[config.mk]
export PLATFORM = sky130hd
export DESIGN_NAME = gate_truth_scanner
export DESIGN_NICKNAME = d
export VERILOG_FILES = /design/src/rtl/gate_truth_scanner.sv
export SDC_FILE = /design/constraint.sdc
export NUM_CORES = 1
export LEC_CHECK = 0
export BUFFER_PORTS_ARGS = -buffer_cell sky130_fd_sc_hd__buf_2
export CAP_MARGIN = 20
export CORE_ASPECT_RATIO = 1.5
export CORE_MARGIN = 1
export CORE_UTILIZATION = 45
export CTS_CLUSTER_DIAMETER = 60
export CTS_CLUSTER_SIZE = 24
export DETAILED_ROUTE_END_ITERATION = 10
export GPL_TIMING_DRIVEN = 0
export PLACE_DENSITY = 0.73
export SETUP_SLACK_MARGIN = 0.3
export SKIP_CTS_REPAIR_TIMING = 1
export SLEW_MARGIN = 20
export SYNTH_ARGS = -nofsm -noshare
export SYNTH_HDL_FRONTEND = slang
export SYNTH_SLANG_ARGS = --single-unit
[constraint.sdc]
create_clock -name clk -period 2.2 [get_ports clk]
set_clock_uncertainty 0.05 [all_clocks]
set_input_delay 0.11 -clock clk [delete_from_list [all_inputs] [get_ports clk]]
set_output_delay 0.11 -clock clk [all_outputs]
set_load 0.02 [all_outputs]
[src/rtl/gate_truth_scanner.sv]
// Sweeps a 2-input gate through {a,b} = 00,01,10,11, records y for each pair
// and compares the captured truth table against an expected pattern.
//
// state   | meaning
// IDLE    | waiting for start, outputs held from last scan
// SETTLE  | drive a/b from idx, wait SETTLE_CYCLES for the gate to settle
// CAPTURE | one cycle, y_in written into table_out[idx]
// FINISH  | done pulse, match registered
module gate_truth_scanner #(
   parameter int SETTLE_CYCLES = 1
) (
   input  logic       clk,
   input  logic       rst,
   input  logic       start,
   input  logic [3:0] expected,
   input  logic       y_in,
   output logic       a_out,
   output logic       b_out,
   output logic       busy,
   output logic       done,
   output logic [3:0] table_out,
   output logic       match
);

   localparam logic [1:0] IDLE    = 2'd0;
   localparam logic [1:0] SETTLE  = 2'd1;
   localparam logic [1:0] CAPTURE = 2'd2;
   localparam logic [1:0] FINISH  = 2'd3;

   localparam logic [3:0] SETTLE_LOAD = 4'(SETTLE_CYCLES);

   logic [1:0] state;
   logic [1:0] idx;
   logic [3:0] cnt;
   logic [3:0] exp_q;

   always_ff @(posedge clk) begin
      if (rst) begin
         state     <= IDLE;
         idx       <= 2'd0;
         cnt       <= 4'd0;
         exp_q     <= 4'd0;
         table_out <= 4'd0;
         match     <= 1'b0;
      end else begin
         case (state)
            IDLE: begin
               if (start) begin
                  state     <= SETTLE;
                  idx       <= 2'd0;
                  cnt       <= SETTLE_LOAD;
                  exp_q     <= expected;
                  table_out <= 4'd0;
                  match     <= 1'b0;
               end
            end
            SETTLE: begin
               // down-counter; terminal count 1 marks the last settle cycle
               cnt <= cnt - 4'd1;
               if (cnt == 4'd1) begin
                  state <= CAPTURE;
               end
            end
            CAPTURE: begin
               table_out[idx] <= y_in;
               if (idx == 2'd3) begin
                  state <= FINISH;
               end else begin
                  idx   <= idx + 2'd1;
                  cnt   <= SETTLE_LOAD;
                  state <= SETTLE;
               end
            end
            FINISH: begin
               match <= (table_out == exp_q);
               state <= IDLE;
            end
            default: state <= IDLE;
         endcase
      end
   end

   assign busy  = (state == SETTLE) || (state == CAPTURE);
   assign a_out = busy & idx[1];
   assign b_out = busy & idx[0];
   assign done  = (state == FINISH);

endmodule

==> metrics.txt, run 1 <==
mean post-synth cell area=around 8 um2; Core ar.=~2000 um2; post-synthesis simple-gate area fraction=24.5%; post-DR vias/cell=5.59; share of the yosys chip area belonging to registers=35.9%; failing checks=negative hold slack; H-Tree Depth=1; Layout area overhead=27.6%; share of layout cells above drive strength 1=29.6%; max-slew violation count=0; width of the die=39.5 um; first-pass GRT wire length=about 3400 um; Worst-Skew Late Latency=0.29 ns; slowest CP cell=dfxtp_4; area share of fa/ha/maj cells after synthesis=13.2%; Critical Path RT=2.38 ns; remaining antenna violation count=0; Ports=17; Setup-failing EPs final=0; unrepaired setup endpoints after global routing=yes; die area=between 2000 and 2500 um2; final setup TNS=0 ns; Max rail drop VDD=approximately 460 uV; initial core utilization=a little under half; Total GRT Usage=21.1%; Achievable Freq=~520 MHz; Synth Flop Type=dfxtp_1; DRC errors left=0; CP Capture Type=flip-flop; Slew headroom=65.8%; Static Leak=0.526 nW; critical path launch point type=flip-flop; critical-path maximum fanout=5; CP cell instances=inv_4, ha_4, and2_4, or3_4, buf_6, buf_6, or3_4, a21oi_2; r2r setup slk=0.29 ns; multiplexer area fraction after synthesis=1.19%; row cnt=20; Worst-path clk slew=0.10 ns; main combinational cell family by area after synthesis=simple AND/OR/NAND/NOR gates; mapped cell area=948 um2; CTS root buffer=clkbuf_4; Cells after Synth=115; WP data arrival=2.09 ns; 1st-pass router iterations=4; EDFF count, synth=0; PortBufs=16; final hold vios=1; total clock buffers created by CTS=3; via count=916; CTS tree=done; Final min period=1.91 ns; library cells used by synthesis=32; Layout Nets=about 160; Synth Area in Compound Gates=between 15 and 20%; crit-path max cell delay=0.39 ns; syn nets=133; Die Ht=between 50 and 60 um; clk buf depth=2; Synth Warn #=0; Post-DP HPWL=1540 um; outcome=complete, but fails checks; part of the cycle the worst path needs=86.7%; Antenna Cells=0; via count of the first global-routing pass=826; MaxCap Viol Count=0; crit path kind=flip-flop to flip-flop; #FFs+latches synth=17; largest net degree at the start of global routing=11; XOR/XNOR Fraction of Synth Area=under 10%; Avg WL per Cell=13.3 um; final hold slack=-0.00259 ns; CTS sink count=17; async set-or-reset flop fraction in the synthesized netlist=0%; Final GP Congestion=between 0.7 and 0.8; initial antenna violation count=0; Worst Hold Class=input pin to flip-flop; Slew @ Worst Pin=0.513 ns; PD cells=1040 nW/um2; Post-Route WL=around 2200 um; initial DRC count=16; total gr overflow=0
-- through the flow --
step	power, mW	setup slack [ns]	utilization, %	area (um2)	instances
after floorplan	0.841	0.310	-	972	115
after global placement	0.945	0.224	53.9	1080	153
after detailed placement	0.966	0.204	53.9	1080	153
after global routing	1.36	0.239	60.4	1210	164
final	1.25	0.292	60.4	1210	164
after CTS	1.14	0.179	55.3	1110	157
-- where the power goes --
group / switching [mW] / internal [mW]
logic: 0.359 / 0.290
registers: 0.0595 / 0.376
clock network: 0.103 / 0.0678
total: 0.521 / 0.734
-- per-layer routing --
| metal | vias up | GRT usage, % | share of wire, % |
|---|---|---|---|
| li1 | 458 | - | - |
| met1 | 442 | 23.8 | 39 |
| met2 | 11 | 36.1 | 57 |
| met3 | 5 | 3.45 | 1.9 |
| met4 | 0 | 10.3 | 2.1 |
| met5 | - | 0 | 0 |
-- cell type report --
cell class                      count  area, um2
Sequential cell                    17        353
Clock inverter                      1       5.00
Fill cell                         206        792
Inverter                            8       35.0
Clock buffer                        3       22.5
Tap cell                           22       27.5
Timing Repair Buffer               23        139
Multi-Input combinational cell     87        609
Buffer                              3       18.8
-- worst paths after layout --
kind,cells after the start,start,to
hold reg to reg,2,exp_q[2],exp_q[2]
setup / recovery,8,state[0],cnt[1]
hold / removal,2,rst,cnt[2]
setup reg to reg,8,state[0],cnt[1]
-- registers in the layout, summed over array words and instances (netlist names) --
register and count:
cnt 4, exp_q 4, table_out 4, idx 2
state 2, match 1
-- synth_stat cells (2+ instances only) --
cell,count,area (um2)
o21ai_0,6,30.0
a21oi_1,13,65.1
nand2b_1,3,18.8
nand2_1,15,56.3
inv_1,8,30.0
or3_1,3,18.8
clkbuf_1,2,7.51
xor2_1,3,26.3
nand3_1,9,45.0
ha_1,10,125
nor2_1,2,7.51
and2_1,5,31.3
dfxtp_1,17,340
-- layout by cell type, fill, tap and decap left out, types with 2 or more instances in the layout --
cell	count
buf_2	16
nand2_1	15
dfxtp_1	13
a21oi_1	12
nand3_1	9
ha_1	7
inv_1	6
o21ai_0	5
buf_4	5
and2_1	4
nand2b_1	3
xor2_1	3
clkbuf_4	3
dfxtp_4	3
inv_4	2
clkbuf_1	2
o21ai_1	2
nor2_1	2
or3_4	2
buf_6	2
ha_4	2
-- critical path: cells and delay by family, from the launching register on --
kind,cells,cell delay (ns)
AO/OA/AOI/OAI,1,0.12
flip-flops,1,0.39
AND/OR/NAND/NOR,3,0.83
buffers and inverters,3,0.29
adder cells (fa/ha/maj),1,0.16
-- cell families after synthesis --
logic type	Yosys count
compound gates	27
xor+xnor	4
fa+ha+maj	10
buf+inv	11
flops	17
mux	1
simple gates	45
Note: power is estimated with default switching activity, not from simulation.
==> run 2: changes to the inputs <==
CORE_ASPECT_RATIO = default   (was 1.5)
CORE_UTILIZATION = 50   (was 45)
CTS_BUF_LIST = sky130_fd_sc_hd__clkbuf_8   (was default)
HOLD_SLACK_MARGIN = 0.15   (was default)
PLACE_DENSITY = 0.79   (was 0.73)
==> metrics.txt, run 2 (synthesized netlist as in run 1, its figures left out) <==
post-DR vias/cell=5.32 (-4.8%); critical path launch point type=flip-flop; footprint of the multi-input gates=626 um2 (+2.7%); first-pass GRT wire length=3170 um (-7.6%); Routed met3 length=80 um (+90%); Final GP Congestion=0.784 (+4.8%); WP data arrival=2.04 ns (-0.05 ns); Routed met2 length=1060 um (-15%); Critical Path RT=2.34 ns (-0.04 ns); max-slew violation count=0 (unchanged); worst r2r src=state[0]; total clock buffers created by CTS=3 (unchanged); width of the die=45.6 um (+15%); Ports=17 (unchanged); final hold vios=0 (-1); most frequent cells in the layout=16 x buf_2, 15 x nand2_1, 13 x dfxtp_1; 1st-pass router iterations=4 (unchanged); Placement Setup Slack=0.180 ns (-0.0245 ns); initial antenna violation count=0 (unchanged); biggest regs=cnt x4, exp_q x4, table_out x4; H-Tree Depth=1 (unchanged); row cnt=15 (-25%); largest net degree at the start of global routing=11 (unchanged); crit path launch=state[0]; CP Capture Type=flip-flop; Achievable Freq=527 MHz (+0.58%); final setup TNS=0 ns (unchanged); PD cells=1040 nW/um2 (about the same); remaining antenna violation count=0 (unchanged); initial core utilization=54.3% (+7.0 points); CP cell instances=inv_4, ha_4, and2_4, or3_4, buf_6, or4_4, a21oi_2; final core occ=73.6% (+13 points); Core ar.=1750 um2 (-13%); die area=2070 um2 (-9.8%); fin area=1280 um2 (+6.2%); Post-DP HPWL=1480 um (-3.6%); Final WS setup=0.303 ns (+0.0110 ns); Max rail drop VDD=746 uV (+63%); DRC errors left=0 (unchanged); Met1 Wirelength=1020 um (+20%); Antenna Cells=0 (unchanged); clk buf depth=2 (unchanged); Slew headroom=66.9% (+1.2 points); initial DRC count=14 (-2); PortBufs=16 (unchanged); Max Used Layer=met4; commonest non-fill, non-tap cell in the layout=buf_2; Area after DPL=1080 um2 (+0.35%); CTS tree=done; via count of the first global-routing pass=724 (-12%); Layout area overhead=35.5%; Post-Route WL=2200 um (+0.73%); HP Start=start; Worst Hold Class=input pin to flip-flop; CTS root buffer=clkbuf_8; Layout Nets=165 (+2.5%); part of the cycle the worst path needs=86.2% (-0.50 points); Worst-path clk slew=0.07 ns (-0.03 ns); Slew @ Worst Pin=0.496 ns (-0.0176 ns); slowest CP cell=or4_4; CTS sink count=17 (unchanged); critical-path maximum fanout=8 (+3); Worst-Skew Late Latency=0.25 ns (-0.04 ns); Avg WL per Cell=12.9 um (-3.4%); Fill cells=141 (-32%); crit path kind=flip-flop to flip-flop; flip-flop and latch area=350 um2 (-0.71%); Setup-failing EPs final=0 (unchanged); PnR Total Power=1.33 mW (+6.1%); total gr overflow=0 (unchanged); MaxCap Viol Count=0 (unchanged); Die Ht=45.6 um (-22%); unrepaired setup endpoints after global routing=yes; via count=909 (-0.76%); Total GRT Usage=21.8% (+0.71 points); crit-path max cell delay=0.41 ns (+0.02 ns); Final min period=1.90 ns (-0.0110 ns); share of layout cells above drive strength 1=28.8% (-0.81 points); Static Leak=0.554 nW (+5.4%); outcome=finished, final reports clean
## run 2: layout make-up
type,instances,area share (%)
Sequential cell,17,27.3
Timing Repair Buffer,27,13.8
Tap cell,25,2.43
Multi-Input combinational cell,87,48.7
Clock inverter,1,0.292
Clock buffer,3,3.21
Buffer,3,1.56
Inverter,8,2.73
## run 2: through the flow
step           hold slack, ns  cells
5_1_grt                 0.165    171
6_report                0.166    171
3_3_place_gp            0.295    156
4_1_cts                0.0340    160
2_1_floorplan           0.161    115
3_5_place_dp            0.297    156
## run 2: worst paths after layout
kind                            cells after the start  slack, ns       end
worst max-delay path                                7       0.30    cnt[3]
worst max register to register                      7       0.30    cnt[3]
worst min register to register                      2       0.42    cnt[1]
worst min-delay path                                3       0.17  exp_q[3]
## run 2: layer usage
| layer | GRT usage, % | vias up |
|---|---|---|
| li1 | - | 465 |
| met1 | 28.0 | 417 |
| met2 | 35.7 | 21 |
| met3 | 3.57 | 6 |
| met4 | 9.09 | 0 |
| met5 | 0 | - |
## run 2: power breakdown
part,leakage [nW],switching (mW),total (mW),internal (mW)
Combinational,0.386,0.361,0.666,0.305
Clock,0.0269,0.110,0.234,0.124
Sequential,0.141,0.0593,0.432,0.373
Total,0.554,0.530,1.33,0.802
## run 2: worst max-delay path: cells and delay by family (launching register included)
kind	cells	cell delay [ns]
fa+ha+maj	1	0.16
simple gates	3	0.92
compound gates	1	0.13
flops	1	0.38
buf+inv	2	0.20
